--- src/rtl/pid_channel_scheduler_if.sv ---
// Bus between the channel scheduler and the shared PID core: channel operands and strobe out, result back.
interface pid_channel_scheduler_if #(
  parameter int unsigned CH_W = 2
);
  logic [CH_W-1:0] pid_ch;
  logic [15:0]     pid_speed_set;
  logic [15:0]     pid_curr_speed;
  logic            ctrl_en;
  logic [15:0]     pid_result;

  modport master (
    output pid_ch, pid_speed_set, pid_curr_speed, ctrl_en,
    input  pid_result
  );

  modport slave (
    input  pid_ch, pid_speed_set, pid_curr_speed, ctrl_en,
    output pid_result
  );
endinterface

--- src/rtl/pid_channel_scheduler.sv ---
// Time-multiplexes one shared PID core over NUM_CH motor channels, one round per control-period tick.
// Each enabled channel takes LOAD, FIRE, PID_LAT WAIT cycles and CAPTURE; masked channels are skipped.
module pid_channel_scheduler #(
  parameter int unsigned NUM_CH        = 4,
  parameter int unsigned PERIOD_CYCLES = 100000,
  parameter int unsigned PID_LAT       = 8
) (
  input  logic                     iClk100M,
  input  logic                     iRst,
  input  logic                     iEnable,
  input  logic [NUM_CH-1:0]        iChMask,
  input  logic [16*NUM_CH-1:0]     iSpeedSet,
  input  logic [16*NUM_CH-1:0]     iCurrSpeed,
  input  logic                     iClrOverrun,
  pid_channel_scheduler_if.master  pid_if,
  output logic [16*NUM_CH-1:0]     oSpeedPID,
  output logic [NUM_CH-1:0]        oValid,
  output logic                     oBusy,
  output logic                     oRoundDone,
  output logic                     oOverrun
);

  localparam int unsigned CH_W   = (NUM_CH > 1) ? $clog2(NUM_CH) : 1;
  localparam int unsigned CNT_W  = (PERIOD_CYCLES > 1) ? $clog2(PERIOD_CYCLES) : 1;
  localparam int unsigned WAIT_W = $clog2(PID_LAT + 1);

  typedef enum logic [2:0] {
    S_IDLE,
    S_LOAD,
    S_FIRE,
    S_WAIT,
    S_CAPTURE
  } state_e;

  state_e                state_q;
  logic [CNT_W-1:0]      cnt_q;
  logic [WAIT_W-1:0]     wait_q;
  logic [CH_W-1:0]       ch_q;
  logic [NUM_CH-1:0]     mask_q;
  logic [16*NUM_CH-1:0]  set_snap_q;
  logic [16*NUM_CH-1:0]  cur_snap_q;
  logic [15:0]           pid_set_q;
  logic [15:0]           pid_cur_q;
  logic                  ctrl_en_q;
  logic [16*NUM_CH-1:0]  spid_q;
  logic [NUM_CH-1:0]     valid_q;
  logic                  busy_q;
  logic                  done_q;
  logic                  ovr_q;

  logic                  tick;
  logic [CH_W:0]         first_w;
  logic [CH_W:0]         next_w;
  logic [CH_W-1:0]       first_ch;
  logic [CH_W-1:0]       next_ch;

  // Lowest set bit of m at index >= lo, returned as {found, index}.
  function automatic logic [CH_W:0] find_next(input logic [NUM_CH-1:0] m, input int lo);
    logic [CH_W:0] r;
    r = '0;
    for (int i = NUM_CH - 1; i >= 0; i--) begin
      if (m[i] && (i >= lo)) r = {1'b1, CH_W'(i)};
    end
    return r;
  endfunction

  assign tick     = iEnable && (cnt_q == CNT_W'(PERIOD_CYCLES - 1));
  assign first_w  = find_next(iChMask, 0);
  assign next_w   = find_next(mask_q, int'(ch_q) + 1);
  assign first_ch = first_w[CH_W-1:0];
  assign next_ch  = next_w[CH_W-1:0];

  always_ff @(posedge iClk100M) begin
    if (iRst) begin
      state_q    <= S_IDLE;
      cnt_q      <= '0;
      wait_q     <= '0;
      ch_q       <= '0;
      mask_q     <= '0;
      set_snap_q <= '0;
      cur_snap_q <= '0;
      pid_set_q  <= '0;
      pid_cur_q  <= '0;
      ctrl_en_q  <= 1'b0;
      spid_q     <= '0;
      valid_q    <= '0;
      busy_q     <= 1'b0;
      done_q     <= 1'b0;
      ovr_q      <= 1'b0;
    end else begin
      valid_q   <= '0;
      done_q    <= 1'b0;
      ctrl_en_q <= 1'b0;

      if (!iEnable || tick) cnt_q <= '0;
      else                  cnt_q <= cnt_q + CNT_W'(1);

      // A tick that finds a round still running is dropped and flagged.
      if (iClrOverrun)                   ovr_q <= 1'b0;
      else if (tick && state_q != S_IDLE) ovr_q <= 1'b1;

      case (state_q)
        S_IDLE: begin
          if (tick && (|iChMask)) begin
            mask_q     <= iChMask;
            set_snap_q <= iSpeedSet;
            cur_snap_q <= iCurrSpeed;
            ch_q       <= first_ch;
            pid_set_q  <= iSpeedSet[{first_ch, 4'b0000} +: 16];
            pid_cur_q  <= iCurrSpeed[{first_ch, 4'b0000} +: 16];
            busy_q     <= 1'b1;
            state_q    <= S_LOAD;
          end
        end
        S_LOAD: begin
          ctrl_en_q <= 1'b1;
          state_q   <= S_FIRE;
        end
        S_FIRE: begin
          wait_q  <= WAIT_W'(PID_LAT - 1);
          state_q <= S_WAIT;
        end
        S_WAIT: begin
          if (wait_q == '0) state_q <= S_CAPTURE;
          else              wait_q  <= wait_q - WAIT_W'(1);
        end
        S_CAPTURE: begin
          spid_q[{ch_q, 4'b0000} +: 16] <= pid_if.pid_result;
          valid_q[ch_q]                 <= 1'b1;
          if (next_w[CH_W]) begin
            ch_q      <= next_ch;
            pid_set_q <= set_snap_q[{next_ch, 4'b0000} +: 16];
            pid_cur_q <= cur_snap_q[{next_ch, 4'b0000} +: 16];
            state_q   <= S_LOAD;
          end else begin
            busy_q  <= 1'b0;
            done_q  <= 1'b1;
            state_q <= S_IDLE;
          end
        end
        default: begin
          busy_q  <= 1'b0;
          state_q <= S_IDLE;
        end
      endcase
    end
  end

  assign pid_if.pid_ch         = ch_q;
  assign pid_if.pid_speed_set  = pid_set_q;
  assign pid_if.pid_curr_speed = pid_cur_q;
  assign pid_if.ctrl_en        = ctrl_en_q;

  assign oSpeedPID  = spid_q;
  assign oValid     = valid_q;
  assign oBusy      = busy_q;
  assign oRoundDone = done_q;
  assign oOverrun   = ovr_q;

endmodule

--- src/flat_wrapper.sv ---
// flat-port wrapper written by rule: the top's interface ports become plain ports
module pid_channel_scheduler_flat 
#(
  parameter int unsigned NUM_CH        = 4,
  parameter int unsigned PERIOD_CYCLES = 100000,
  parameter int unsigned PID_LAT       = 8
)
  (iClk100M, iRst, iEnable, iChMask, iSpeedSet, iCurrSpeed, iClrOverrun, oSpeedPID, oValid, oBusy, oRoundDone, oOverrun, pid_if_pid_ch, pid_if_pid_speed_set, pid_if_pid_curr_speed, pid_if_ctrl_en, pid_if_pid_result);
  pid_channel_scheduler_if #(.CH_W(2)) pid_if_i ();
  input  logic iClk100M;
  input  logic iRst;
  input  logic iEnable;
  input  logic [NUM_CH-1:0] iChMask;
  input  logic [16*NUM_CH-1:0] iSpeedSet;
  input  logic [16*NUM_CH-1:0] iCurrSpeed;
  input  logic iClrOverrun;
  output logic [16*NUM_CH-1:0] oSpeedPID;
  output logic [NUM_CH-1:0] oValid;
  output logic oBusy;
  output logic oRoundDone;
  output logic oOverrun;
  output wire logic [$bits(pid_if_i.pid_ch)-1:0] pid_if_pid_ch;
  output wire logic [$bits(pid_if_i.pid_speed_set)-1:0] pid_if_pid_speed_set;
  output wire logic [$bits(pid_if_i.pid_curr_speed)-1:0] pid_if_pid_curr_speed;
  output wire logic [$bits(pid_if_i.ctrl_en)-1:0] pid_if_ctrl_en;
  input wire logic [$bits(pid_if_i.pid_result)-1:0] pid_if_pid_result;
  assign pid_if_pid_ch = pid_if_i.pid_ch;
  assign pid_if_pid_speed_set = pid_if_i.pid_speed_set;
  assign pid_if_pid_curr_speed = pid_if_i.pid_curr_speed;
  assign pid_if_ctrl_en = pid_if_i.ctrl_en;
  assign pid_if_i.pid_result = pid_if_pid_result;
  pid_channel_scheduler #(.NUM_CH(NUM_CH), .PERIOD_CYCLES(PERIOD_CYCLES), .PID_LAT(PID_LAT)) u_core (.iClk100M(iClk100M), .iRst(iRst), .iEnable(iEnable), .iChMask(iChMask), .iSpeedSet(iSpeedSet), .iCurrSpeed(iCurrSpeed), .iClrOverrun(iClrOverrun), .pid_if(pid_if_i), .oSpeedPID(oSpeedPID), .oValid(oValid), .oBusy(oBusy), .oRoundDone(oRoundDone), .oOverrun(oOverrun));
endmodule
--- config.mk ---
export PLATFORM = sky130hd
export DESIGN_NAME = pid_channel_scheduler_flat
export DESIGN_NICKNAME = d
export VERILOG_FILES = /design/src/rtl/pid_channel_scheduler_if.sv /design/src/rtl/pid_channel_scheduler.sv /design/src/flat_wrapper.sv
export SDC_FILE = /design/constraint.sdc
export NUM_CORES = 1
export LEC_CHECK = 0
export ABC_AREA = 0
export CAP_MARGIN = 40
export CORE_MARGIN = 2
export CORE_UTILIZATION = 45
export DETAILED_ROUTE_END_ITERATION = 12
export GPL_TIMING_DRIVEN = 0
export PLACE_DENSITY_LB_ADDON = 0.3
export SETUP_SLACK_MARGIN = 0.1
export SLEW_MARGIN = 5
export SYNTH_ARGS = -nofsm -noshare
export SYNTH_HDL_FRONTEND = slang
export SYNTH_SLANG_ARGS = --single-unit
export TNS_END_PERCENT = 5
--- constraint.sdc ---
create_clock -name iClk100M -period 2.2 [get_ports iClk100M]
set_input_delay 0.44 -clock iClk100M [delete_from_list [all_inputs] [get_ports iClk100M]]
set_output_delay 0.44 -clock iClk100M [all_outputs]
set_load 0.03 [all_outputs]
==> flow_metrics.env <==
export IMPL_dp_hpwl_mm=28.4
export IMPL_p_per_area_mw_per_mm2=638
export IMPL_n_antenna_cell=0
export IMPL_hold_path_class="input port to register"
export IMPL_rsz0062_at_grt="true"
export IMPL_holdBufCountCts=0
export IMPL_finalHoldWorstSlack_ns=0.292
export IMPL_drt_first_pass_iters=5
export IMPL_worstReg2RegStart="u_core.cnt_q[6]"
export IMPL_critical_path_cell_chain="or4b_4 > nor4_4 > nand3_2 > a21oi_4 > buf_12 > bufbuf_16 > a32o_1"
export IMPL_core_area_mm2=0.0252
export IMPL_critical_path_required_ns=2.68
export IMPL_crit_path_start_kind="register"
export IMPL_finalCriticalPeriod_ns=2.18
export IMPL_clock_skew_ns=0.0134
export IMPL_design_die_area_mm2=0.0269
export IMPL_drtIter0Drc=1322
export IMPL_min_to="u_core.mask_q[1]"
export IMPL_routed_wirelength_mm=40.4
export IMPL_fmaxAchievable_ghz=0.459
export IMPL_yosys_most_used_dff="dfxtp_1"
export IMPL_vdd_ir_drop_worst_uv=503
export IMPL_reg2reg_setup_slack_ns=0.02
export IMPL_syn_area_mm2=0.0115
export IMPL_synth_top_area_frac=0.456
export IMPL_sequential_cell_area_in_the_final_layout_mm2=0.00526
export IMPL_worst_path_max_delay_cell="or4b_4"
export IMPL_antenna_violating_nets_post_route=0
export IMPL_initial_utilization=0.457
export IMPL_period_share=0.990
export IMPL_synth_enable_flop_cells=0
export IMPL_power_share_combinational=0.086
export IMPL_worst_ep_arrival_time_ns=2.66
export IMPL_non_filler_cells_in_the_finished_layout=2086
export IMPL_design_power_total_w=0.0103
export IMPL_gp_routability_congestion=0.902
export IMPL_post_drt_via_cell_ratio=5.75
export IMPL_cts_root_buf="clkbuf_16"
export IMPL_clk_latency_ns=0.54
export IMPL_cell_internal_pwr_w=0.00788
export IMPL_number_of_antenna_violations_at_the_first_check_in_global_routing=0
export IMPL_dp_cells=2016
export IMPL_detailedPlace_worstSlack_ns=-0.769
export IMPL_synth_seq_area_share=0.456
export IMPL_die_w_um=164
export IMPL_cts_tree="done"
export IMPL_total_setup_violations_reported_at_the_end_of_the_flow=0
export IMPL_share_clk_of_total_power=0.446
export IMPL_regToRegEndpoint="u_core.pid_if.pid_speed_set[6]"
export IMPL_synthToLayoutAreaGrowth_pct=39.6
export IMPL_max_cap_violations=0
export IMPL_syn_nets=1589
export IMPL_synthArstFlopShare=0
export IMPL_setup_worst_path_class="register to register"
export IMPL_final_fill_count=2118
export IMPL_final_hold_violation_count=0
export IMPL_final_layout_size_suffix_gt1_frac=0.111
export IMPL_netlist_instances=1427
export IMPL_post_synth_top_count_cell="nand2_1"
export IMPL_slew_limit_headroom=0.498
export IMPL_swShare=0.231
export IMPL_critPathCaptureType="register"
export IMPL_synth_common_cells="377 x nand2_1, 262 x dfxtp_1, 206 x a21oi_1"
export IMPL_multiInputGateArea_mm2=0.00589
export IMPL_critPathMaxStageDelay_ns=0.55
export IMPL_cts_buffers=27
export IMPL_wire_per_inst_um=19.4
export IMPL_yosys_area_top_type="dfxtp_1"
export IMPL_netlist_top_cells_area="dfxtp_1 46%, nand2_1 12%, a21oi_1 9.0%"
export IMPL_clk_pin_slew_worst_paths_ns=0.06
export IMPL_grt_ovfl_total=0
export IMPL_die_y_um=164
export IMPL_grt_usage=0.290
export IMPL_dr_total_vias=11989
export IMPL_cts_htree_levels=1
export IMPL_yosysWarningCount=0
export IMPL_crit_fanout=6
export IMPL_row_count=58
export IMPL_number_of_drc_violations_after_detailed_routing=0
export IMPL_p_switching_w=0.00237
export IMPL_postLayoutSetupSlackWorst_ns=0.0211
export IMPL_clock_sink_count=262
export IMPL_leakage_nw=5.59
export IMPL_synthesis_area_per_instance_um2=8.07
export IMPL_worst_case_reg_to_reg_path_depth=7
export IMPL_count_of_distinct_cell_types_in_the_synthesized_netlist=49
export IMPL_port_buffers=257
export IMPL_clk_path_buf_depth=3
export IMPL_yosys_register_bits=262
export IMPL_final_net_count=1900
export IMPL_status="complete, no violations"
export IMPL_sequentialPowerShare=0.468
export IMPL_grt_max_degree=14
export IMPL_timing_hold_worst_path_depth=3
export IMPL_grt_pass1_vias=11279
export IMPL_top_level_port_count=258
export IMPL_wire_length_of_the_first_global_routing_pass_mm=61.3
export IMPL_report_final_slew_viol_count=0
export IMPL_worstMarginPinSlew_ns=0.753
export IMPL_min_delay_start="iChMask[1]"
-- state kept, by name, indices dropped and copies added, names as in the netlist --
register / count
u_core.cur_snap_q: 64
u_core.oValid: 4
u_core.pid_if.pid_speed_set: 16
u_core.pid_if.pid_curr_speed: 16
u_core.state_q: 3
u_core.mask_q: 4
u_core.wait_q: 4
u_core.oBusy: 1
u_core.cnt_q: 17
u_core.pid_if.pid_ch: 2
u_core.oRoundDone: 1
u_core.pid_if.ctrl_en: 1
u_core.set_snap_q: 64
u_core.oSpeedPID: 64
u_core.oOverrun: 1
-- final cells by class --
| cell class | count | share of cell area |
|---|---|---|
| Multi-Input combinational cell | 1039 | 0.366 |
| Sequential cell | 262 | 0.327 |
| Clock buffer | 41 | 0.0490 |
| Timing Repair Buffer | 285 | 0.176 |
| Tap cell | 330 | 0.0257 |
| Inverter | 7 | 0.00210 |
| Buffer | 116 | 0.0482 |
| Clock inverter | 6 | 0.00537 |
-- critical path, delay by kind of cell, from the launching register on --
family | cells | cell delay, ns
and+or+nand+nor | 3 | 1.04
buffers and inverters | 2 | 0.42
AOI/OAI and AO/OA | 2 | 0.30
DFF | 1 | 0.35
-- how the worst max path moves through the flow --
stage	startpoint	to	slack (ns)	cells after the start
floorplan	u_core.pid_if.pid_ch[0]	u_core.pid_if.pid_curr_speed[0]	0.12	9
global placement	iChMask[0]	u_core.pid_if.pid_speed_set[9]	-0.73	7
detailed placement	iChMask[0]	u_core.pid_if.pid_curr_speed[12]	-0.77	7
CTS	iRst	u_core.oSpeedPID[4]	0.02	5
global route	u_core.cnt_q[6]	u_core.pid_if.pid_speed_set[4]	-0.05	7
finish	u_core.cnt_q[6]	u_core.pid_if.pid_speed_set[6]	0.02	7
-- stage by stage --
stage / cell area [µm²] / setup TNS, ns / util
2_1_floorplan: 11500 / 0 / -
3_3_place_gp: 14500 / -111.81 / 0.576
3_5_place_dp: 14500 / -116.16 / 0.577
4_1_cts: 15900 / 0 / 0.632
5_1_grt: 16100 / -0.182 / 0.638
6_report: 16100 / 0 / 0.638
-- cells in the final DEF, fill, tap and decap left out, drive strengths merged, types with 5 or more instances in the layout --
cell	instances
a21oi	207
a22oi	32
a32o	32
and2	7
and3	6
buf	69
clkbuf	115
clkdlybuf4s50	253
dfxtp	262
ha	10
inv	7
mux2i	64
nand2	377
nand3	72
nand4	5
nor2	26
nor3	44
o211ai	33
o21a	34
o21ai	39
xor2	12
-- metal layers --
layer / global-route usage / share of wire
met1: 0.384 / 0.41
met2: 0.485 / 0.47
met3: 0.0419 / 0.090
met4: 0.0977 / 0.031
met5: 0 / 0
-- repair_timing --
| action | 4_1_cts | 5_1_grt |
|---|---|---|
| setup endpoints to repair | 214 | 225 |
| gates cloned | 4 | 0 |
| resized for setup | 122 | 76 |
| pin swaps | 11 | 10 |
| setup buffers | 18 | 4 |
-- kinds of logic (layout without fill, tap and decap cells) --
kind of cell | after synthesis | after routing | share of synthesized area
DFF | 262 | 262 | 0.456
xor gates and xnor gates | 16 | 16 | 0.0122
AOI/OAI and AO/OA | 386 | 386 | 0.207
muxes | 64 | 64 | 0.0556
buffers and inverters | 126 | 455 | 0.0467
adders and majority gates | 10 | 10 | 0.0109
and+or+nand+nor | 563 | 563 | 0.212
-- power groups by stage --
stage | Sequential [W] | Clock (W) | Combinational [W]
4_1_cts | 0.00479 | 0.00459 | 0.000869
2_1_floorplan | 0.00489 | 0 | 0.000352
6_report | 0.00480 | 0.00457 | 0.000882
3_5_place_dp | 0.00489 | 0 | 0.000853
3_3_place_gp | 0.00488 | 0 | 0.000842
5_1_grt | 0.00480 | 0.00477 | 0.000927
Note: power is estimated with default switching activity, not from simulation.
